**config.mk**
```make
export PLATFORM = sky130hd
export DESIGN_NAME = mips_debug_ctrl
export DESIGN_NICKNAME = d
export VERILOG_FILES = /design/src/rtl/mips_debug_ctrl.sv
export SDC_FILE = /design/constraint.sdc
export NUM_CORES = 1
export LEC_CHECK = 0
export CORE_MARGIN = 2
export CORE_UTILIZATION = 40
export CTS_CLUSTER_DIAMETER = 100
export DETAILED_ROUTE_END_ITERATION = 6
export GPL_TIMING_DRIVEN = 0
export MAX_ROUTING_LAYER = met4
export SETUP_SLACK_MARGIN = 0.2
export SYNTH_ARGS = -nofsm -noshare
export SYNTH_HDL_FRONTEND = slang
export SYNTH_SLANG_ARGS = --single-unit
```
**constraint.sdc**
```tcl
create_clock -name i_clk -period 7.8 [get_ports i_clk]
set_input_delay 1.56 -clock i_clk [delete_from_list [all_inputs] [get_ports i_clk]]
set_output_delay 1.56 -clock i_clk [all_outputs]
set_load 0.01 [all_outputs]
```
**src/rtl/mips_debug_ctrl.sv**
```systemverilog
// mips_debug_ctrl
//   Debug sequencer between the MicroBlaze GPIO link and the MIPS core.
//   Command words arrive on i_gpio through a synchronizer. Each accepted
//   command either gates the pipeline enable (run, step, stop), performs
//   one read from a debug source, or reports status or the cycle count.
//   Completion is signalled by toggling o_ack. The response word is left
//   on o_gpio until the next response replaces it.
//
// Parameters
//   NB_BITS  : GPIO/data word width (command layout assumes 32).
//   NB_ADDR  : debug source address width (at most 16).
//   READ_LAT : cycles from o_dbg_req to valid i_dbg_data (1..7).
//   NB_SYNC  : synchronizer stages on i_gpio.
//
// Ports
//   i_clk, i_rst : application clock, asynchronous active-high reset.
//   i_gpio       : command word: [30] valid strobe, [28:25] opcode, [24:0] arg.
//   o_gpio       : response data word.
//   o_ack        : toggles once per completed command.
//   o_busy       : high while a command is in progress.
//   o_pipe_en    : MIPS pipeline clock enable.
//   i_halt       : core retired HALT (level).
//   o_dbg_sel    : debug source select (1 regfile, 2 data mem, 4 latches).
//   o_dbg_addr   : debug source address.
//   o_dbg_req    : one-cycle read request.
//   i_dbg_data   : debug read data.

module mips_debug_ctrl #(
  parameter int NB_BITS  = 32,
  parameter int NB_ADDR  = 10,
  parameter int READ_LAT = 2,
  parameter int NB_SYNC  = 2
) (
  input  logic               i_clk,
  input  logic               i_rst,
  input  logic [NB_BITS-1:0] i_gpio,
  output logic [NB_BITS-1:0] o_gpio,
  output logic               o_ack,
  output logic               o_busy,
  output logic               o_pipe_en,
  input  logic               i_halt,
  output logic [3:0]         o_dbg_sel,
  output logic [NB_ADDR-1:0] o_dbg_addr,
  output logic               o_dbg_req,
  input  logic [NB_BITS-1:0] i_dbg_data
);

  localparam logic [3:0] OP_NOP     = 4'd0;
  localparam logic [3:0] OP_RUN     = 4'd1;
  localparam logic [3:0] OP_STEP    = 4'd2;
  localparam logic [3:0] OP_STOP    = 4'd3;
  localparam logic [3:0] OP_RDREG   = 4'd4;
  localparam logic [3:0] OP_RDMEM   = 4'd5;
  localparam logic [3:0] OP_RDLATCH = 4'd6;
  localparam logic [3:0] OP_STATUS  = 4'd7;
  localparam logic [3:0] OP_CYCLES  = 4'd8;

  typedef enum logic [2:0] {
    IDLE,
    DECODE,
    RUNNING,
    STEPPING,
    RD_REQ,
    RD_WAIT,
    RESP
  } state_t;

  state_t state, state_next;

  logic [NB_BITS-1:0] sync_q [NB_SYNC];
  logic [NB_BITS-1:0] synced;
  logic               valid_prev;
  logic               rise;
  logic [3:0]         cmd_op;
  logic [15:0]        cmd_arg;
  logic               spare_bits_unused;

  logic [3:0]         op_q;
  logic [15:0]        arg_q;
  logic [15:0]        step_cnt;
  logic [2:0]         lat_cnt;
  logic               lat_done;
  logic [31:0]        cycle_cnt;
  logic               halted;

  // Whole command word travels through the same flop chain, so opcode and
  // argument are coherent with the valid bit that produced the edge.
  assign synced  = sync_q[NB_SYNC-1];
  assign rise    = synced[30] & ~valid_prev;
  assign cmd_op  = synced[28:25];
  assign cmd_arg = synced[15:0];

  // Command bits that no opcode consumes.
  assign spare_bits_unused = ^{synced[NB_BITS-1:31], synced[29], synced[24:16]};

  assign lat_done = (lat_cnt == 3'(READ_LAT - 1));

  // Synchronizer chain and valid-strobe edge history; runs in every state
  // so an edge that arrives outside IDLE is consumed and never replayed.
  always_ff @(posedge i_clk or posedge i_rst) begin
    if (i_rst) begin
      for (int i = 0; i < NB_SYNC; i++) sync_q[i] <= '0;
      valid_prev <= 1'b0;
    end else begin
      sync_q[0] <= i_gpio;
      for (int i = 1; i < NB_SYNC; i++) sync_q[i] <= sync_q[i-1];
      valid_prev <= synced[30];
    end
  end

  // State register.
  always_ff @(posedge i_clk or posedge i_rst) begin
    if (i_rst) state <= IDLE;
    else       state <= state_next;
  end

  // Next-state logic and the state-decoded outputs. o_pipe_en comes straight
  // from the state register so reset drops it without waiting for a clock.
  always_comb begin
    state_next = state;
    o_pipe_en  = 1'b0;
    o_busy     = 1'b1;
    o_dbg_req  = 1'b0;
    case (state)
      IDLE: begin
        o_busy = 1'b0;
        if (rise) state_next = DECODE;
      end
      DECODE: begin
        case (op_q)
          OP_RUN:                         state_next = RUNNING;
          OP_STEP:                        state_next = STEPPING;
          OP_RDREG, OP_RDMEM, OP_RDLATCH: state_next = RD_REQ;
          default:                        state_next = RESP;
        endcase
      end
      RUNNING: begin
        // Run was already acked, so the host sees the controller as free
        // and may send STOP; STOP wins over a simultaneous halt so it still
        // gets its ack.
        o_busy    = 1'b0;
        o_pipe_en = 1'b1;
        if (rise && cmd_op == OP_STOP) state_next = RESP;
        else if (i_halt)               state_next = IDLE;
      end
      STEPPING: begin
        o_pipe_en = 1'b1;
        if (i_halt || step_cnt == 16'd1) state_next = RESP;
      end
      RD_REQ: begin
        o_dbg_req  = 1'b1;
        state_next = RD_WAIT;
      end
      RD_WAIT: begin
        if (lat_done) state_next = RESP;
      end
      RESP: begin
        state_next = IDLE;
      end
      default: state_next = IDLE;
    endcase
  end

  // Command capture, counters, debug port registers and the response word.
  // The RUN ack is toggled on the way into RUNNING; every other command is
  // acked from RESP.
  always_ff @(posedge i_clk or posedge i_rst) begin
    if (i_rst) begin
      o_gpio     <= '0;
      o_ack      <= 1'b0;
      o_dbg_sel  <= 4'd0;
      o_dbg_addr <= '0;
      op_q       <= OP_NOP;
      arg_q      <= 16'd0;
      step_cnt   <= 16'd0;
      lat_cnt    <= 3'd0;
      cycle_cnt  <= 32'd0;
      halted     <= 1'b0;
    end else begin
      if (o_pipe_en) cycle_cnt <= cycle_cnt + 32'd1;
      if (o_pipe_en && i_halt) halted <= 1'b1;

      case (state)
        IDLE: begin
          if (rise) begin
            op_q  <= cmd_op;
            arg_q <= cmd_arg;
          end
        end
        DECODE: begin
          lat_cnt <= 3'd0;
          case (op_q)
            OP_NOP, OP_STOP: ;
            OP_RUN: begin
              halted <= 1'b0;
              o_ack  <= ~o_ack;
            end
            OP_STEP: begin
              halted   <= 1'b0;
              step_cnt <= (arg_q == 16'd0) ? 16'd1 : arg_q;
            end
            OP_RDREG: begin
              o_dbg_sel  <= 4'd1;
              o_dbg_addr <= NB_ADDR'(arg_q[4:0]);
            end
            OP_RDMEM: begin
              o_dbg_sel  <= 4'd2;
              o_dbg_addr <= arg_q[NB_ADDR-1:0];
            end
            OP_RDLATCH: begin
              o_dbg_sel  <= 4'd4;
              o_dbg_addr <= arg_q[NB_ADDR-1:0];
            end
            // Only accepted from IDLE, so the core was neither running nor
            // was the controller busy at the moment the request was taken.
            OP_STATUS: o_gpio <= {{(NB_BITS-3){1'b0}}, halted, 2'b00};
            OP_CYCLES: o_gpio <= NB_BITS'(cycle_cnt);
            default:   o_gpio <= '1;
          endcase
        end
        STEPPING: begin
          step_cnt <= step_cnt - 16'd1;
        end
        RD_WAIT: begin
          lat_cnt <= lat_cnt + 3'd1;
          if (lat_done) o_gpio <= i_dbg_data;
        end
        RESP: begin
          o_ack     <= ~o_ack;
          o_dbg_sel <= 4'd0;
        end
        default: ;
      endcase
    end
  end

endmodule

```
==> Flow_metrics.wiki <==
{| class="wikitable"
! Metric !! Value
|-
| Outcome || complete, no violations
|-
| R2R Setup Slk || approximately 5.4 ns
|-
| Register bit count reported by yosys || ~160
|-
| Maximum buffer depth of the clock tree || 2
|-
| Clock buffers created by TritonCTS || 17
|-
| Worst Hold Depth || 0
|-
| Crit share post-route || between 50% and 60%
|-
| Mapped Cells || 611
|-
| Combined area of the multi-input logic cells || between 0.002 and 0.003 sq mm
|-
| Post-cts hold buffer count || 0
|-
| Simple-gate share of the synthesized area || between 10% and 20%
|-
| Clk network pwr share || between 20% and 30%
|-
| Fraction of the mapped netlist area in compound gates || between 10% and 20%
|-
| Internal power contribution || 2.16 mW
|-
| XOR/XNOR Fraction of Synth Area || under 10%
|-
| Min-delay src || sync_q[47]
|-
| Hold Crit Endpoint || synced[15]
|-
| Pin count of the biggest net entering global routing || slightly above 100
|-
| Post-Layout Cell Count || between 900 and 1,000
|-
| Number of cells in the design after placement || 936
|-
| Number of enable flip-flop cells after synthesis || 0
|-
| Fin nets || slightly above 800
|-
| Combinational family with the most area after synthesis || simple AND/OR/NAND/NOR gates
|-
| Register cell area after layout || between 0.004 and 0.005 sq mm
|-
| # clock sinks || about 160
|-
| Crit Reg-Reg Endpoint || o_gpio[30]
|-
| Max capacitance violation total || 0
|-
| Number of top-level pins || about 120
|-
| Synthesized area divided by synthesized cell count || roughly 11 sq um
|-
| Final number of max-transition violations || 0
|-
| Type of element launching the critical path || flip-flop
|-
| Post-Syn Nets || ~700
|-
| Switching part of the total power || between 30% and 40%
|-
| Share of synthesized flip-flops with an asynchronous set or reset || 100%
|-
| Total length of routed wires || around 15,000 um
|-
| Die Span X || between 100 and 150 um
|-
| Count of H-tree levels built during CTS || 4
|-
| Final setup TNS || 0 ns
|-
| Post-Place Worst Slack || approximately 4.3 ns
|-
| Number of rows created at floorplan || 47
|-
| Min cycle time layout || 3.91 ns
|-
| Hold violation total from the final report || 0
|-
| Endpoint type of the worst setup path || primary output
|-
| CTS tree || yes
|-
| Clock-pin slew reported for the worst setup and hold paths after clock tree synthesis || ~0.07 ns
|-
| Switching power of the nets || roughly 1.1 mW
|-
| Initial antenna violation count || 0
|-
| Remaining number of nets flagged by the antenna check after routing || 0
|-
| Number of DRC markers in iteration 0 || between 200 and 250
|-
| Hold WC Path Type || reg -> reg
|-
| Global-route wire length before repair || about 25,000 um
|-
| Post-Synth Adder-Cell Area || less than 1%
|-
| Final Skew || between 0.008 and 0.009 ns
|-
| RePlAce Congestion || ~0.89
|-
| Setup WS post-layout || 3.89 ns
|-
| Core ar. || approximately 0.017 sq mm
|-
| Peak supply drop || about 200 uV
|-
| Area of all placed cells without fillers || approximately 0.0087 sq mm
|-
| Crit path max fanout || 10
|-
| Sequential group share of total power || 40.0%
|-
| Arrival time at the worst endpoint || about 2.4 ns
|-
| Post-detailed-placement half-perimeter wirelength || about 11,000 um
|-
| Filler instances || 1,433
|-
| Required arrival time at the worst endpoint || between 6 and 7 ns
|-
| Unrepaired setup endpoints after global routing || false
|-
| Number of cell instances on the worst register-to-register path || 8
|-
| Remaining Overflow, GRT || 0
|-
| Headroom to the max-slew limit || between 30% and 40%
|-
| Post-cts resize count || 0
|-
| Detailed-route wire length per cell || around 16 um
|-
| Unique cell type count in the Yosys netlist || 53
|-
| DRC Markers || 0
|-
| Antenna diode count || 0
|-
| Initial DRT Pass Iterations || 4
|-
| Worst Tran Pin Value || about 1.0 ns
|-
| Clock latency at the later pin of the worst-skew pair || 0.43 ns
|-
| Via count of the first global-routing pass || a little over 5,000
|-
| Vias || around 5,000
|-
| Crit Reg-Reg Startpoint || state[1]
|-
| Count of buffers inserted at the top-level ports || 104
|-
| Area growth from synthesis to layout || 29.1%
|-
| Power per cell area || between 300 and 400 mW/mm^2
|-
| Buffer type at the clock tree root || sky130_fd_sc_hd__clkbuf_16
|-
| Overall die height || 134 um
|-
| Post-CTS setup repair buffer count || 0
|-
| Starting density of the core || 40.9%
|-
| Static leakage || 3.77 nW
|-
| Die area || about 0.018 sq mm
|-
| Worst setup path category || reg -> out
|-
| Ys flop type || sky130_fd_sc_hd__dfrtp_1
|-
| Cell area after synthesis || 0.00676 sq mm
|-
| # setup viols final || 0
|-
| Share of final-layout standard cells stronger than drive strength 1 || between 8 and 9%
|-
| Maximum frequency from static timing analysis || approximately 260 MHz
|-
| Combinational fraction of design power || between 30% and 40%
|-
| Vias/cell || between 5 and 6
|-
| Sequential element share of the synthesized area || between 60 and 70%
|-
| Total cell area at the placement stage || roughly 0.008 sq mm
|-
| Tot GR Track Use || between 10% and 20%
|-
| Yosys warning total || 0
|-
| Fraction of synthesized area in multiplexers || ~4.6%
|}
==> cell families (layout without fill, tap and decap cells) <==
| kind of cell | after synthesis | count (layout) |
|---|---|---|
| buffers and inverters | 39 | 176 |
| muxes | 28 | 28 |
| and+or+nand+nor | 225 | 225 |
| AOI/OAI and AO/OA | 115 | 115 |
| adders and majority gates | 5 | 5 |
| other | 1 | 1 |
| xor gates and xnor gates | 34 | 34 |
| DFF | 164 | 164 |
==> synth_stat cells, types with 2 or more instances <==
cell type	count	area share [%]
sky130_fd_sc_hd__clkbuf_1	29	1.6
sky130_fd_sc_hd__a221oi_1	2	0.26
sky130_fd_sc_hd__nor2_1	53	2.9
sky130_fd_sc_hd__nor4_1	7	0.65
sky130_fd_sc_hd__o21ai_0	12	0.89
sky130_fd_sc_hd__and3_1	8	0.74
sky130_fd_sc_hd__o21ai_1	2	0.15
sky130_fd_sc_hd__or3_1	3	0.28
sky130_fd_sc_hd__a21o_1	2	0.22
sky130_fd_sc_hd__inv_1	7	0.39
sky130_fd_sc_hd__nor3_1	6	0.44
sky130_fd_sc_hd__a21oi_1	41	3.0
sky130_fd_sc_hd__ha_1	5	0.93
sky130_fd_sc_hd__nor2b_1	5	0.46
sky130_fd_sc_hd__mux2i_1	3	0.44
sky130_fd_sc_hd__nand2b_1	5	0.46
sky130_fd_sc_hd__nand3b_1	3	0.33
sky130_fd_sc_hd__o311ai_1	3	0.39
sky130_fd_sc_hd__xnor2_1	28	3.6
sky130_fd_sc_hd__nand2_1	83	4.6
sky130_fd_sc_hd__and2_1	2	0.19
sky130_fd_sc_hd__o31ai_1	32	3.6
sky130_fd_sc_hd__nand3_1	28	2.1
sky130_fd_sc_hd__mux2_2	25	4.2
sky130_fd_sc_hd__nand4_1	4	0.37
sky130_fd_sc_hd__o211ai_1	7	0.78
sky130_fd_sc_hd__a211oi_1	2	0.22
sky130_fd_sc_hd__dfrtp_1	164	61
sky130_fd_sc_hd__o311ai_0	5	0.65
sky130_fd_sc_hd__and4_1	6	0.78
sky130_fd_sc_hd__and3b_1	2	0.26
sky130_fd_sc_hd__xor2_1	6	0.78
==> layout by cell type (no fill, tap or decap), types with 3 or more instances in the layout <==
master                            synthesis  routed
sky130_fd_sc_hd__inv_1                    7       6
sky130_fd_sc_hd__clkinvlp_4               0       4
sky130_fd_sc_hd__bufinv_16                0       3
sky130_fd_sc_hd__o311ai_0                 5       5
sky130_fd_sc_hd__o21ai_0                 12      12
sky130_fd_sc_hd__nand4_1                  4       4
sky130_fd_sc_hd__o211ai_1                 7       7
sky130_fd_sc_hd__clkdlybuf4s50_1          0     104
sky130_fd_sc_hd__ha_1                     5       5
sky130_fd_sc_hd__xnor2_1                 28      28
sky130_fd_sc_hd__nor2b_1                  5       5
sky130_fd_sc_hd__nand3_1                 28      28
sky130_fd_sc_hd__or3_1                    3       3
sky130_fd_sc_hd__nand2_1                 83      83
sky130_fd_sc_hd__mux2_2                  25      25
sky130_fd_sc_hd__nor2_1                  53      53
sky130_fd_sc_hd__a21oi_1                 41      41
sky130_fd_sc_hd__nor4_1                   7       7
sky130_fd_sc_hd__and3_1                   8       8
sky130_fd_sc_hd__clkbuf_1                29      29
sky130_fd_sc_hd__dfrtp_1                164     164
sky130_fd_sc_hd__mux2i_1                  3       3
sky130_fd_sc_hd__and4_1                   6       6
sky130_fd_sc_hd__o311ai_1                 3       3
sky130_fd_sc_hd__nand3b_1                 3       3
sky130_fd_sc_hd__nand2b_1                 5       5
sky130_fd_sc_hd__clkbuf_16                0      17
sky130_fd_sc_hd__o31ai_1                 32      32
sky130_fd_sc_hd__nor3_1                   6       6
sky130_fd_sc_hd__xor2_1                   6       6
sky130_fd_sc_hd__inv_6                    0       6
==> worst max-delay path by stage <==
| stage | from | to | slack, ns |
|---|---|---|---|
| 6_report | state[1] | o_pipe_en | 3.89 |
| 5_1_grt | state[1] | o_pipe_en | 3.77 |
| 3_3_place_gp | i_rst | sync_q[45] | -0.17 |
| 4_1_cts | state[1] | o_pipe_en | 3.87 |
| 3_5_place_dp | state[1] | o_pipe_en | 4.35 |
| 2_1_floorplan | i_rst | arg_q[0] | 1.81 |
==> stage by stage <==
step                      power (mW)  util, %  hold slack, ns
final                           3.29     52.8           0.344
after global routing            3.50     52.8           0.358
after detailed placement        2.44     49.1           0.335
after global placement          2.40     48.9           0.333
after floorplan                 1.94        -           0.331
after CTS                       3.32     52.8           0.346
==> power by group through the flow <==
| stage | clock [mW] | combinational (mW) | sequential (mW) |
|---|---|---|---|
| after global routing | 0.923 | 1.23 | 1.35 |
| after global placement | 0 | 1.09 | 1.31 |
| after floorplan | 0 | 0.608 | 1.33 |
| after CTS | 0.887 | 1.12 | 1.31 |
| final | 0.870 | 1.10 | 1.31 |
| after detailed placement | 0 | 1.11 | 1.33 |
==> state kept, by name, summed over array words and instances (netlist names), 4 cells and up <==
register and count:
step_cnt 16, sync_q 21, cycle_cnt 32, op_q 4, synced 21, o_gpio 32
arg_q 16, o_dbg_addr 10
==> cell type report <==
cell class	count	share of cell area [%]
Clock inverter	15	2.21
Inverter	7	0.359
Buffer	32	1.43
Clock buffer	17	4.88
Timing Repair Buffer	105	12.2
Multi-Input combinational cell	408	28.7
Tap cell	220	3.16
Sequential cell	164	47.0
==> routing by layer <==
metal	vias to the layer above	share of wire [%]	global-route usage, %
met2	98	49	29.1
met1	2466	45	22.9
met4	0	1.7	6.86
met3	23	3.8	3.63
met5	-	0	-
li1	2400	-	-
==> critical path, cell delays in order (launching register included) <==
cell and delay (ns):
sky130_fd_sc_hd__dfrtp_1 0.33, sky130_fd_sc_hd__clkbuf_1 0.28, sky130_fd_sc_hd__nor2b_1 0.20, sky130_fd_sc_hd__clkbuf_1 0.43
sky130_fd_sc_hd__clkdlybuf4s50_1 0.67
Power figures use the tool's default switching activity.
